$ cat src/rtl/rr_req_frontend.sv
// Requester-side front end for a round-robin arbiter. Per-port FIFOs raise requests.
// A legal one-hot grant moves that port's head word into a registered valid/ready output.
module rr_req_frontend #(
    parameter int NUM_PORTS = 4,
    parameter int DATA_W    = 8,
    parameter int DEPTH     = 4
) (
    input  logic                         clk,
    input  logic                         reset,
    input  logic [NUM_PORTS-1:0]         in_valid,
    output logic [NUM_PORTS-1:0]         in_ready,
    input  logic [NUM_PORTS*DATA_W-1:0]  in_data,
    output logic [NUM_PORTS-1:0]         req_o,
    input  logic [NUM_PORTS-1:0]         gnt_i,
    output logic                         out_valid,
    input  logic                         out_ready,
    output logic [DATA_W-1:0]            out_data,
    output logic [$clog2(NUM_PORTS)-1:0] out_port,
    output logic                         err_o
);
    localparam int PW = $clog2(DEPTH);
    localparam int CW = $clog2(DEPTH + 1);
    localparam int IW = $clog2(NUM_PORTS);
    localparam logic [CW-1:0] FULL_CNT = CW'(DEPTH);

    logic [DATA_W-1:0]    mem    [NUM_PORTS][DEPTH];
    logic [PW-1:0]        wr_ptr [NUM_PORTS];
    logic [PW-1:0]        rd_ptr [NUM_PORTS];
    logic [CW-1:0]        count  [NUM_PORTS];
    logic [NUM_PORTS-1:0] empty;
    logic [NUM_PORTS-1:0] push;
    logic [NUM_PORTS-1:0] pop;
    logic [NUM_PORTS-1:0] take;
    logic                 can_load;
    logic                 gnt_multi;
    logic                 gnt_stray;
    logic                 take_onehot;
    logic                 load;
    logic [IW-1:0]        take_idx;

    // in_ready looks only at the registered count, so a pop never frees a slot in the same cycle.
    always_comb begin
        empty    = '0;
        in_ready = '0;
        push     = '0;
        for (int p = 0; p < NUM_PORTS; p++) begin
            empty[p]    = (count[p] == '0);
            in_ready[p] = (count[p] != FULL_CNT);
            push[p]     = in_valid[p] && in_ready[p];
        end
    end

    // Requests are withheld while the output register cannot take a new word.
    assign can_load    = !out_valid || out_ready;
    assign req_o       = ~empty & {NUM_PORTS{can_load}};
    assign take        = gnt_i & req_o;
    assign gnt_multi   = (gnt_i & (gnt_i - NUM_PORTS'(1))) != '0;
    assign gnt_stray   = (gnt_i & ~req_o) != '0;
    assign take_onehot = (take != '0) && ((take & (take - NUM_PORTS'(1))) == '0);
    assign load        = take_onehot && !gnt_multi && !gnt_stray;
    assign pop         = load ? take : '0;

    always_comb begin
        take_idx = '0;
        for (int p = 0; p < NUM_PORTS; p++) begin
            if (take[p]) take_idx = IW'(p);
        end
    end

    always_ff @(posedge clk or posedge reset) begin
        if (reset) begin
            for (int p = 0; p < NUM_PORTS; p++) begin
                wr_ptr[p] <= '0;
                rd_ptr[p] <= '0;
                count[p]  <= '0;
            end
        end else begin
            for (int p = 0; p < NUM_PORTS; p++) begin
                if (push[p]) wr_ptr[p] <= wr_ptr[p] + PW'(1);
                if (pop[p])  rd_ptr[p] <= rd_ptr[p] + PW'(1);
                if (push[p] && !pop[p])      count[p] <= count[p] + CW'(1);
                else if (!push[p] && pop[p]) count[p] <= count[p] - CW'(1);
            end
        end
    end

    always_ff @(posedge clk) begin
        for (int p = 0; p < NUM_PORTS; p++) begin
            if (push[p]) mem[p][wr_ptr[p]] <= in_data[p*DATA_W +: DATA_W];
        end
    end

    // Load wins over drain, so a word can be consumed and replaced on the same edge.
    always_ff @(posedge clk or posedge reset) begin
        if (reset) begin
            out_valid <= 1'b0;
            out_data  <= '0;
            out_port  <= '0;
            err_o     <= 1'b0;
        end else begin
            if (load) begin
                out_valid <= 1'b1;
                out_data  <= mem[take_idx][rd_ptr[take_idx]];
                out_port  <= take_idx;
            end else if (out_valid && out_ready) begin
                out_valid <= 1'b0;
            end
            if (gnt_multi || gnt_stray) err_o <= 1'b1;
        end
    end
endmodule
$ cat config.mk
export PLATFORM = sky130hd
export DESIGN_NAME = rr_req_frontend
export DESIGN_NICKNAME = d
export VERILOG_FILES = /design/src/rtl/rr_req_frontend.sv
export SDC_FILE = /design/constraint.sdc
export NUM_CORES = 1
export LEC_CHECK = 0
export BUFFER_PORTS_ARGS = -buffer_cell sky130_fd_sc_hd__buf_2
export CAP_MARGIN = 20
export CORE_ASPECT_RATIO = 0.8
export CORE_UTILIZATION = 60
export CTS_CLUSTER_SIZE = 28
export DETAILED_ROUTE_END_ITERATION = 10
export PLACE_DENSITY = 0.87
export SLEW_MARGIN = 30
export SYNTH_ARGS = -nofsm -noshare
export SYNTH_HDL_FRONTEND = slang
export SYNTH_SLANG_ARGS = --single-unit
$ cat constraint.sdc
create_clock -name clk -period 3.6 [get_ports clk]
set_input_delay 0.72 -clock clk [delete_from_list [all_inputs] [get_ports clk]]
set_output_delay 0.72 -clock clk [all_outputs]
set_load 0.02 [all_outputs]
Word level (Yosys, flattened, before mapping)

Memory sizes are Yosys's and may differ from the RTL's.
Index checks and enable logic that the tools add are counted.

Register bits: 40
RAM bits: 128
Input bits: 43
Output and inout bits: 20
Memories kept: 1

Add/sub/neg operators: 18
Order comparisons: 10
Eq/ne operators: 4
Muxes and demuxes: 36
Bitwise gates (word level): 13
Reduce and logical (&&, ||, !) cells: 46

Memory list:

| name | depth | bits a word | read ports | clocked after Yosys merged registers in | wr ports | line | RTL |
|---|---|---|---|---|---|---|---|
| mem  | 4     | 32          | 1          | 0                                       | 4        | 26   | `logic [DATA_W-1:0] mem [NUM_PORTS][DEPTH];` |

Operators with widths:

| operator            | count |
|---|---|
| $mux 32             | 4 |
| $demux 8 s2         | 4 |
| $mux 8              | 6 |
| $mux 3              | 8 |
| $and 4x4->4         | 5 |
| $logic_and 1x1->1   | 20 |
| $ge 3x3->1 const B  | 6 |
| $not 2->3           | 6 |
| $add 2x1->2 const B | 8 |
| $bmux 8 s2          | 1 |
| $add 3x1->3 const B | 4 |
| $logic_not 3->1     | 4 |
| $lt 3x1->1 const B  | 4 |
| $ne 3x3->1 const B  | 4 |
| $reduce_bool 4->1   | 3 |
| $sub 3x1->3 const B | 4 |
| $logic_not 1->1     | 11 |
| $reduce_bool 2->1   | 5 |
| $mux 2              | 4 |
| $not 4->4           | 2 |
| $sub 4x1->4 const B | 2 |
| $mux 1              | 7 |
| $bmux 2 s2          | 1 |
| $logic_not 4->1     | 1 |
| other kinds (2)     | 3 |

Longest topological paths before layout

Gate-level depths: netlist of run 1.

Depth after elaboration: 15
Gate-level depth with buffers: 14
Mapped depth without buffers: 11

Worst setup path before layout of run 1

Ideal clock, no wire load.

Path kind: input -> register
From: in out_ready
To: reg count[2] (netlist name)
Library setup time: 79 ps
Arrival: 2834 ps
Required time: 3521 ps
Setup slack: 687 ps
Stages on the path: 14
Cell sequence: nand2b_1 buf_4 buf_2 nand3_1 nor2_1 o22a_1 buf_2 nand3_1 ha_1 inv_1 fa_1 xor2_1 nor2_1 xor2_1

Word-level cells in the longest chain between the ends: 13

RTL lines:

| what                                        | line | RTL |
|---|---|---|
| from (decl)                                 | 16   | `input logic out_ready,` |
| $logic_or 1x1->1 *                          | 54   | `assign can_load = !out_valid \|\| out_ready;` |
| $and 4x4->4 *                               | 55   | `assign req_o = ~empty & {NUM_PORTS{can_load}};` |
| $and 4x4->4                                 | 56   | `assign take = gnt_i & req_o;` |
| $sub 4x1->4                                 | 59   | `assign take_onehot = (take != '0) && ((take & (take - NUM_PORTS'(1))) == '0);` |
| $and 4x4->4                                 | 59   |  |
| $logic_not 4->1                             | 59   |  |
| $logic_and 1x1->1                           | 59   |  |
| $logic_and 1x1->1 (2 in series)             | 60   | `assign load = take_onehot && !gnt_multi && !gnt_stray;` |
| $mux 4 *                                    | 61   | `assign pop = load ? take : '0;` |
| $logic_not 1->1                             | 81   | `if (push[p] && !pop[p]) count[p] <= count[p] + CW'(1);` |
| $logic_and 1x1->1                           | 81   |  |
| $mux 3 or $reduce_bool 2->1 (tied branches) | -    |  |
| to (signal, indexed assignment)             | 81   |  |
| to (signal, indexed assignment)             | 82   | `else if (!push[p] && pop[p]) count[p] <= count[p] - CW'(1);` |
| to (decl)                                   | 29   | `logic [CW-1:0] count [NUM_PORTS];` |

Mark *: on every way between the ends. The rest lies on a longest branch, timed or not.
A chain may end at the register's enable or synchronous reset.

Worst setup path after layout of run 1

From: reg count[6] (netlist name)
To: reg count[7] (netlist name)

Word-level cells in the longest chain between the ends: 14

RTL lines:

| what                                        | line | RTL |
|---|---|---|
| $logic_not 3->1                             | 47   | `empty[p] = (count[p] == '0);` |
| $not 4->4                                   | 55   |  |
| $and 4x4->4                                 | 55   |  |
| $and 4x4->4                                 | 56   |  |
| $sub 4x1->4                                 | 59   |  |
| $and 4x4->4                                 | 59   |  |
| $logic_not 4->1                             | 59   |  |
| $logic_and 1x1->1                           | 59   |  |
| $logic_and 1x1->1 (2 in series)             | 60   |  |
| $mux 4                                      | 61   |  |
| $logic_not 1->1                             | 81   |  |
| $logic_and 1x1->1                           | 81   |  |
| $mux 3 or $reduce_bool 2->1 (tied branches) | -    |  |

Several ways; a longest one is shown, not always the timed one. The select of a mux whose other input is x is not followed.

==> impl_metrics.json, run 1 <==
{
  "async_reset_ff_share_pct": 23.8,
  "postCtsResizedCells": 0,
  "crit_type": "flop to flop",
  "grt_pass1_vias": 4979,
  "antenna_cells": 0,
  "cts.root.buffer_cell": "clkbuf_16",
  "worst_slack_ps": 543,
  "p_clk_share_pct": 25.7,
  "fin_tns_setup_ps": 0,
  "power_frac_seq_pct": 40.6,
  "critPathArrivalTime_ps": 3370,
  "avgSynthCellArea_um2": 15.2,
  "avgRoutedWirePerCell_um": 24.8,
  "clk_path_buf_depth": 2,
  "synth_fp_nets": 560,
  "ys_seq_area_share_pct": 64.8,
  "drt_iter0_markers": 808,
  "internal-power_w": 0.00462,
  "nets": 629,
  "required_ps": 3910,
  "critPathLaunchType": "flop",
  "synth_top_cell_area_share_pct": 51.4,
  "clk_pin_slew_ps": 70,
  "placed_cell_area_um2": 7920,
  "drive_gt1_share_pct": 26.3,
  "synth_area_um2": 7480,
  "clock.fmax_ghz": 0.327,
  "yosys_warnings": 0,
  "path_max_fanout": 7,
  "io_pins": 63,
  "ir_drop_mv": 0.438,
  "syn2layout_area_growth_pct": 13.9,
  "clk_latency_ps": 430,
  "start_util_pct": 61.5,
  "cts_setup_buffers": 0,
  "drv_cap": 0,
  "path_cells": "nor3_1 -> nor3_4 -> xnor2_2 -> o211ai_4 -> nand3_1 -> ha_1 -> inv_1 -> fa_1 -> mux2_2",
  "worst_pin_slew_ps": 806,
  "slew_violations": 0,
  "grt_setup_unrepaired": "no",
  "ys_ff_latch": 168,
  "switching_power_w": 0.00264,
  "synth_cells": 493,
  "synthFlopType": "edfxtp_1",
  "synth-edff-count": 128,
  "cts_made_buffers": 17,
  "end_kind": "flop",
  "yosys-top-cells-count": "128 x edfxtp_1, 40 x dfrtp_1, 28 x mux2_2, 24 x inv_1, 20 x ha_1",
  "comb_power_share_pct": 33.8,
  "die-area_um2": 12900,
  "fp.dieW_um": 127,
  "h-tree-depth": 4,
  "clock_sinks": 168,
  "die_h_um": 102,
  "crit_slowest_cell": "nor3_1",
  "powerDensity_nw_per_um2": 852,
  "synth_most_common_cell": "edfxtp_1",
  "worstHoldPathType": "input port to async pin",
  "remaining_drc_errors": 0,
  "synth_area_leaders": "edfxtp_1 51%, dfrtp_1 13%, mux2_2 4.2%, ha_1 3.3%, a222oi_1 2.1%",
  "grt_max_degree": 41,
  "gp_congestion": 0.898,
  "worst_path_largest_cell_delay_ps": 690,
  "final_area_um2": 8520,
  "wirelength_mm": 18.0,
  "dpl_worst_slack_ps": 300,
  "num_vias": 4876,
  "fin_crit_sh_pct": 84.9,
  "core_area_um2": 12200,
  "total_power_w": 0.00726,
  "dpl.hpwl_mm": 12.1,
  "grt_overflow": 0,
  "crit_buf_inv": 1,
  "via_per_inst": 6.71,
  "cts_tree": "done",
  "placementRows": 36,
  "track_usage_pct": 29.8,
  "max_slew_margin_pct": 45.9,
  "sw_frac_of_total_pct": 36.3,
  "io_buffers": 62,
  "status": "finished clean",
  "fin_worst_skew_ps": 6.28,
  "critical_path.top_delay_family": "simple AND/OR/NAND/NOR gates",
  "ys_types": 56,
  "fillCellCount": 765,
  "dr.pass1.iters": 8,
  "leakage_nw": 3.21,
  "hold_viol": 0,
  "period_minus_slack_ps": 3060,
  "antenna_found_initial": 0,
  "cts_hold_buf": 0,
  "grt_pass1_wl_mm": 27.6,
  "setup-violations-final": 0,
  "yosysTopAreaCell": "edfxtp_1",
  "detail-route-antenna-nets": 0
}
## cell families after synthesis
| group | synth area share [%] |
|---|---|
| fa+ha+maj | 4.42 |
| mux | 5.44 |
| compound gates | 11.4 |
| flops | 64.8 |
| buf+inv | 3.28 |
| xor+xnor | 3.03 |
| simple gates | 7.63 |
## layer usage
metal  vias up  wire [um]  global-route usage (%)
met1      2386       7040                    39.1
met3        59       1600                    5.45
met5         -          0                       0
li1       2088          -                       -
met2       343       8600                    47.1
met4         0        791                    18.8
## layout make-up
class                   instances  area (um^2)  share of cell area (%)
clock inverters                13          159                    1.87
inverters                      25         93.8                    1.10
well taps                     152          190                    2.23
clock buffers                  19          443                    5.20
repair buffers                 74          400                    4.70
flip-flops and latches        168         4840                    56.9
multi-input cells             276         2390                    28.0
## tightest hold or removal path, stage by stage
cell and delay (ps):
buf_2 100, clkinv_1 30, buf_4 460
## registers in the layout (all words and copies together) (netlist names)
register and cells:
out_port 2, err_o 1, out_valid 1, wr_ptr 8, out_data 8, count 12, rd_ptr 8, mem 128
## metrics by stage
| step | utilization (%) | std cells | hold WS [ps] |
|---|---|---|---|
| final | 70.1 | 727 | 423 |
| after global routing | 70.1 | 727 | 480 |
| after CTS | 70.1 | 727 | 447 |
| after detailed placement | 65.1 | 695 | 461 |
| after global placement | 65.1 | 695 | 445 |
| after floorplan | - | 493 | 441 |
## cell usage in the layout, fill, tap and decap left out, drive strengths merged, types with 5 or more instances in the layout
cell type  instances
a211o              8
a211oi             9
a221oi             8
a222oi            16
a22oi              8
and2               6
and3              18
buf               74
clkbuf            19
clkinv             5
dfrtp             40
edfxtp           128
ha                20
inv               30
mux2              29
mux2i              8
nand2             11
nand3             12
nand4             14
nor2              14
nor3               5
o2111ai           10
o21ai              7
o221ai             8
o22ai              9
o31ai              8
xnor2             17
xor2               8
## power groups by stage
stage / logic (W) / clock network, W / registers, W
final: 0.00245 / 0.00186 / 0.00294
after CTS: 0.00242 / 0.00186 / 0.00294
after floorplan: 0.00168 / 0 / 0.00295
after global routing: 0.00264 / 0.00194 / 0.00299
after global placement: 0.00225 / 0 / 0.00293
after detailed placement: 0.00238 / 0 / 0.00297
## final timing paths
path	cells past startpoint	endpoint	start	slack, ps
worst max-delay path	9	count[7]	count[6]	540
worst min-delay path	3	out_data[0]	reset	420
worst max register to register	9	count[7]	count[6]	540
worst min register to register	1	err_o	err_o	470
max in group asynchronous	3	count[7]	reset	2770
min in group clk	1	err_o	err_o	470
(Power assumes the default switching activity.)
==> run 2, diff against run 1 <==
--- a/config.mk
+++ b/config.mk
@@ -5,6 +5,7 @@
 export SDC_FILE = /design/constraint.sdc
 export NUM_CORES = 1
 export LEC_CHECK = 0
+export ABC_AREA = 1
 export BUFFER_PORTS_ARGS = -buffer_cell sky130_fd_sc_hd__buf_2
 export CAP_MARGIN = 20
 export CORE_ASPECT_RATIO = 0.8
==> constraint.sdc (replaced) <==
create_clock -name clk -period 2.9 [get_ports clk]
set_input_delay 0.58 -clock clk [delete_from_list [all_inputs] [get_ports clk]]
set_output_delay 0.58 -clock clk [all_outputs]
set_load 0.02 [all_outputs]
==> impl_metrics.json, run 2 <==
{
  "status": "finished clean",
  "dr.pass1.iters": 5,
  "synth_cells": 863,
  "track_usage_pct": 28.3,
  "avgSynthCellArea_um2": 9.48,
  "via_per_inst": 5.29,
  "critPathMostFrequentCell": "nand2_1",
  "synth_area_leaders": "edfxtp_1 47%, dfrtp_1 12%, nand2_1 10%, inv_1 9.3%, nand3_1 3.9%",
  "dpl.hpwl_mm": 12.6,
  "final_common_cell": "nand2_1",
  "crit_type": "flop to flop",
  "detail-route-antenna-nets": 0,
  "remaining_drc_errors": 0,
  "hold_viol": 0,
  "grt_max_degree": 59,
  "ys_ff_latch": 168,
  "yosys_warnings": 0,
  "synth_top_cell_area_share_pct": 47.0,
  "worst_pin_slew_ps": 970,
  "drv_cap": 0,
  "end_kind": "flop",
  "cts_setup_buffers": 0,
  "h-tree-depth": 4,
  "postCtsResizedCells": 0,
  "total_power_w": 0.00940,
  "final_cell_mix": "220 x nand2_1, 201 x inv_1, 128 x edfxtp_1, 63 x nand3_1, 62 x buf_2",
  "fin_tns_setup_ps": 0,
  "fin_crit_sh_pct": 91.7,
  "synth_most_common_cell": "nand2_1",
  "yosysTopAreaCell": "edfxtp_1",
  "antenna_cells": 0,
  "grt_pass1_wl_mm": 29.5,
  "avgRoutedWirePerCell_um": 16.6,
  "io_pins": 63,
  "worstHoldPathType": "input port to async pin",
  "required_ps": 3210,
  "syn2layout_area_growth_pct": 13.9,
  "path_max_fanout": 58,
  "gp_congestion": 0.882,
  "grt_pass1_vias": 5825,
  "antenna_found_initial": 0,
  "period_minus_slack_ps": 2660,
  "synth-edff-count": 128,
  "ys_seq_area_share_pct": 59.2,
  "placementRows": 37,
  "grt_overflow": 0,
  "grt_setup_unrepaired": "no",
  "async_reset_ff_share_pct": 23.8,
  "clock_sinks": 168,
  "wirelength_mm": 18.7,
  "synthFlopType": "edfxtp_1",
  "leakage_nw": 4.55,
  "drt_iter0_markers": 661,
  "synth_area_um2": 8180,
  "cts_hold_buf": 0,
  "crit_slowest_cell": "buf_4",
  "fp.dieW_um": 133,
  "fin_worst_skew_ps": 9.83,
  "yosys-top-cells-count": "220 x nand2_1, 202 x inv_1, 128 x edfxtp_1, 63 x nand3_1, 40 x dfrtp_1",
  "start_util_pct": 62.7,
  "powerDensity_nw_per_um2": 1010,
  "fillCellCount": 933,
  "die_h_um": 106,
  "cts.root.buffer_cell": "clkbuf_16",
  "max_slew_margin_pct": 35.1,
  "clk_latency_ps": 420,
  "critPathLaunchType": "flop",
  "clk_pin_slew_ps": 60,
  "slew_violations": 0,
  "worst_path_largest_cell_delay_ps": 490,
  "synth_fp_nets": 930,
  "nets": 1000,
  "critPathArrivalTime_ps": 2970,
  "ys_types": 32,
  "io_buffers": 62,
  "setup-violations-final": 0,
  "path_cells": "inv_1 -> nand3_4 -> nand3_4 -> buf_4 -> nand3_1 -> nand2_1 -> nand2_2 -> inv_2 -> nand2_1 -> nand3_1 -> nand2_1 -> nand2_1 -> nand2_1",
  "num_vias": 5934,
  "cts_made_buffers": 17,
  "drive_gt1_share_pct": 14.2,
  "clock.fmax_ghz": 0.376,
  "worst_hold_slack_ps": 259,
  "largest_reg_flops": 128,
  "ir_drop_mv": 0.667,
  "core_area_um2": 13100,
  "cts_tree": "done",
  "die-area_um2": 14100,
  "clk_path_buf_depth": 2
}
[run 2: cell families after synthesis]
| logic type | count (synthesis) | synth area share, % |
|---|---|---|
| AO/OA/AOI/OAI | 71 | 4.45 |
| XOR/XNOR | 18 | 2.02 |
| adder cells (fa/ha/maj) | 24 | 4.04 |
| buffers and inverters | 236 | 11.2 |
| flip-flops | 168 | 59.2 |
| multiplexers | 2 | 0.275 |
| AND/OR/NAND/NOR | 344 | 18.8 |
[run 2: worst max-delay path: cells and delay by family (launching register included)]
family,cells,cell delay (ps)
buffers and inverters,3,910
and+or+nand+nor,10,1220
DFF,1,400
[run 2: where the power goes]
group / leakage (nW) / switching (W) / total (W) / internal (W)
sequential: 1.65 / 0.000294 / 0.00356 / 0.00327
combinational: 2.60 / 0.00235 / 0.00342 / 0.00107
clock: 0.296 / 0.000902 / 0.00242 / 0.00152
[run 2: through the flow]
step | instance area, um^2 | setup slack, ps | cells | util, %
floorplan | 8180 | 76.8 | 863 | -
global placement | 8690 | 87.9 | 1089 | 66.6
detailed placement | 8690 | 6.70 | 1089 | 66.6
CTS | 9320 | 293 | 1121 | 71.4
global route | 9320 | 32.2 | 1121 | 71.4
finish | 9320 | 241 | 1121 | 71.4
[run 2: final cells by class]
cell class,instances,area [um^2],area share (%)
Sequential cell,168,4840,52.0
Tap cell,175,219,2.35
Clock buffer,21,440,4.73
Multi-Input combinational cell,459,2420,26.0
Timing Repair Buffer,77,423,4.54
Inverter,210,790,8.47
Clock inverter,11,183,1.96
[run 2: path summary, 6_finish.rpt]
path / startpoint / to / slack [ps] / depth (start not counted)
max in group asynchronous: reset / out_data[1] / 2190 / 2
worst min register to register: out_data[0] / out_data[0] / 470 / 2
worst max-delay path: count[1] / out_data[7] / 240 / 13
worst min-delay path: reset / count[11] / 260 / 2
min in group clk: in_data[10] / mem[1][2] / 370 / 1
worst max register to register: count[1] / out_data[7] / 240 / 13
[run 2: per-layer routing]
metal	share of wire, %	wire, um	up-vias	global-route usage [%]
met1	40	7400	2776	36.6
met5	0	0	-	0
met2	49	9150	297	47.4
li1	-	-	2822	-
met4	2.1	390	0	9.20
met3	9.2	1720	39	6.49
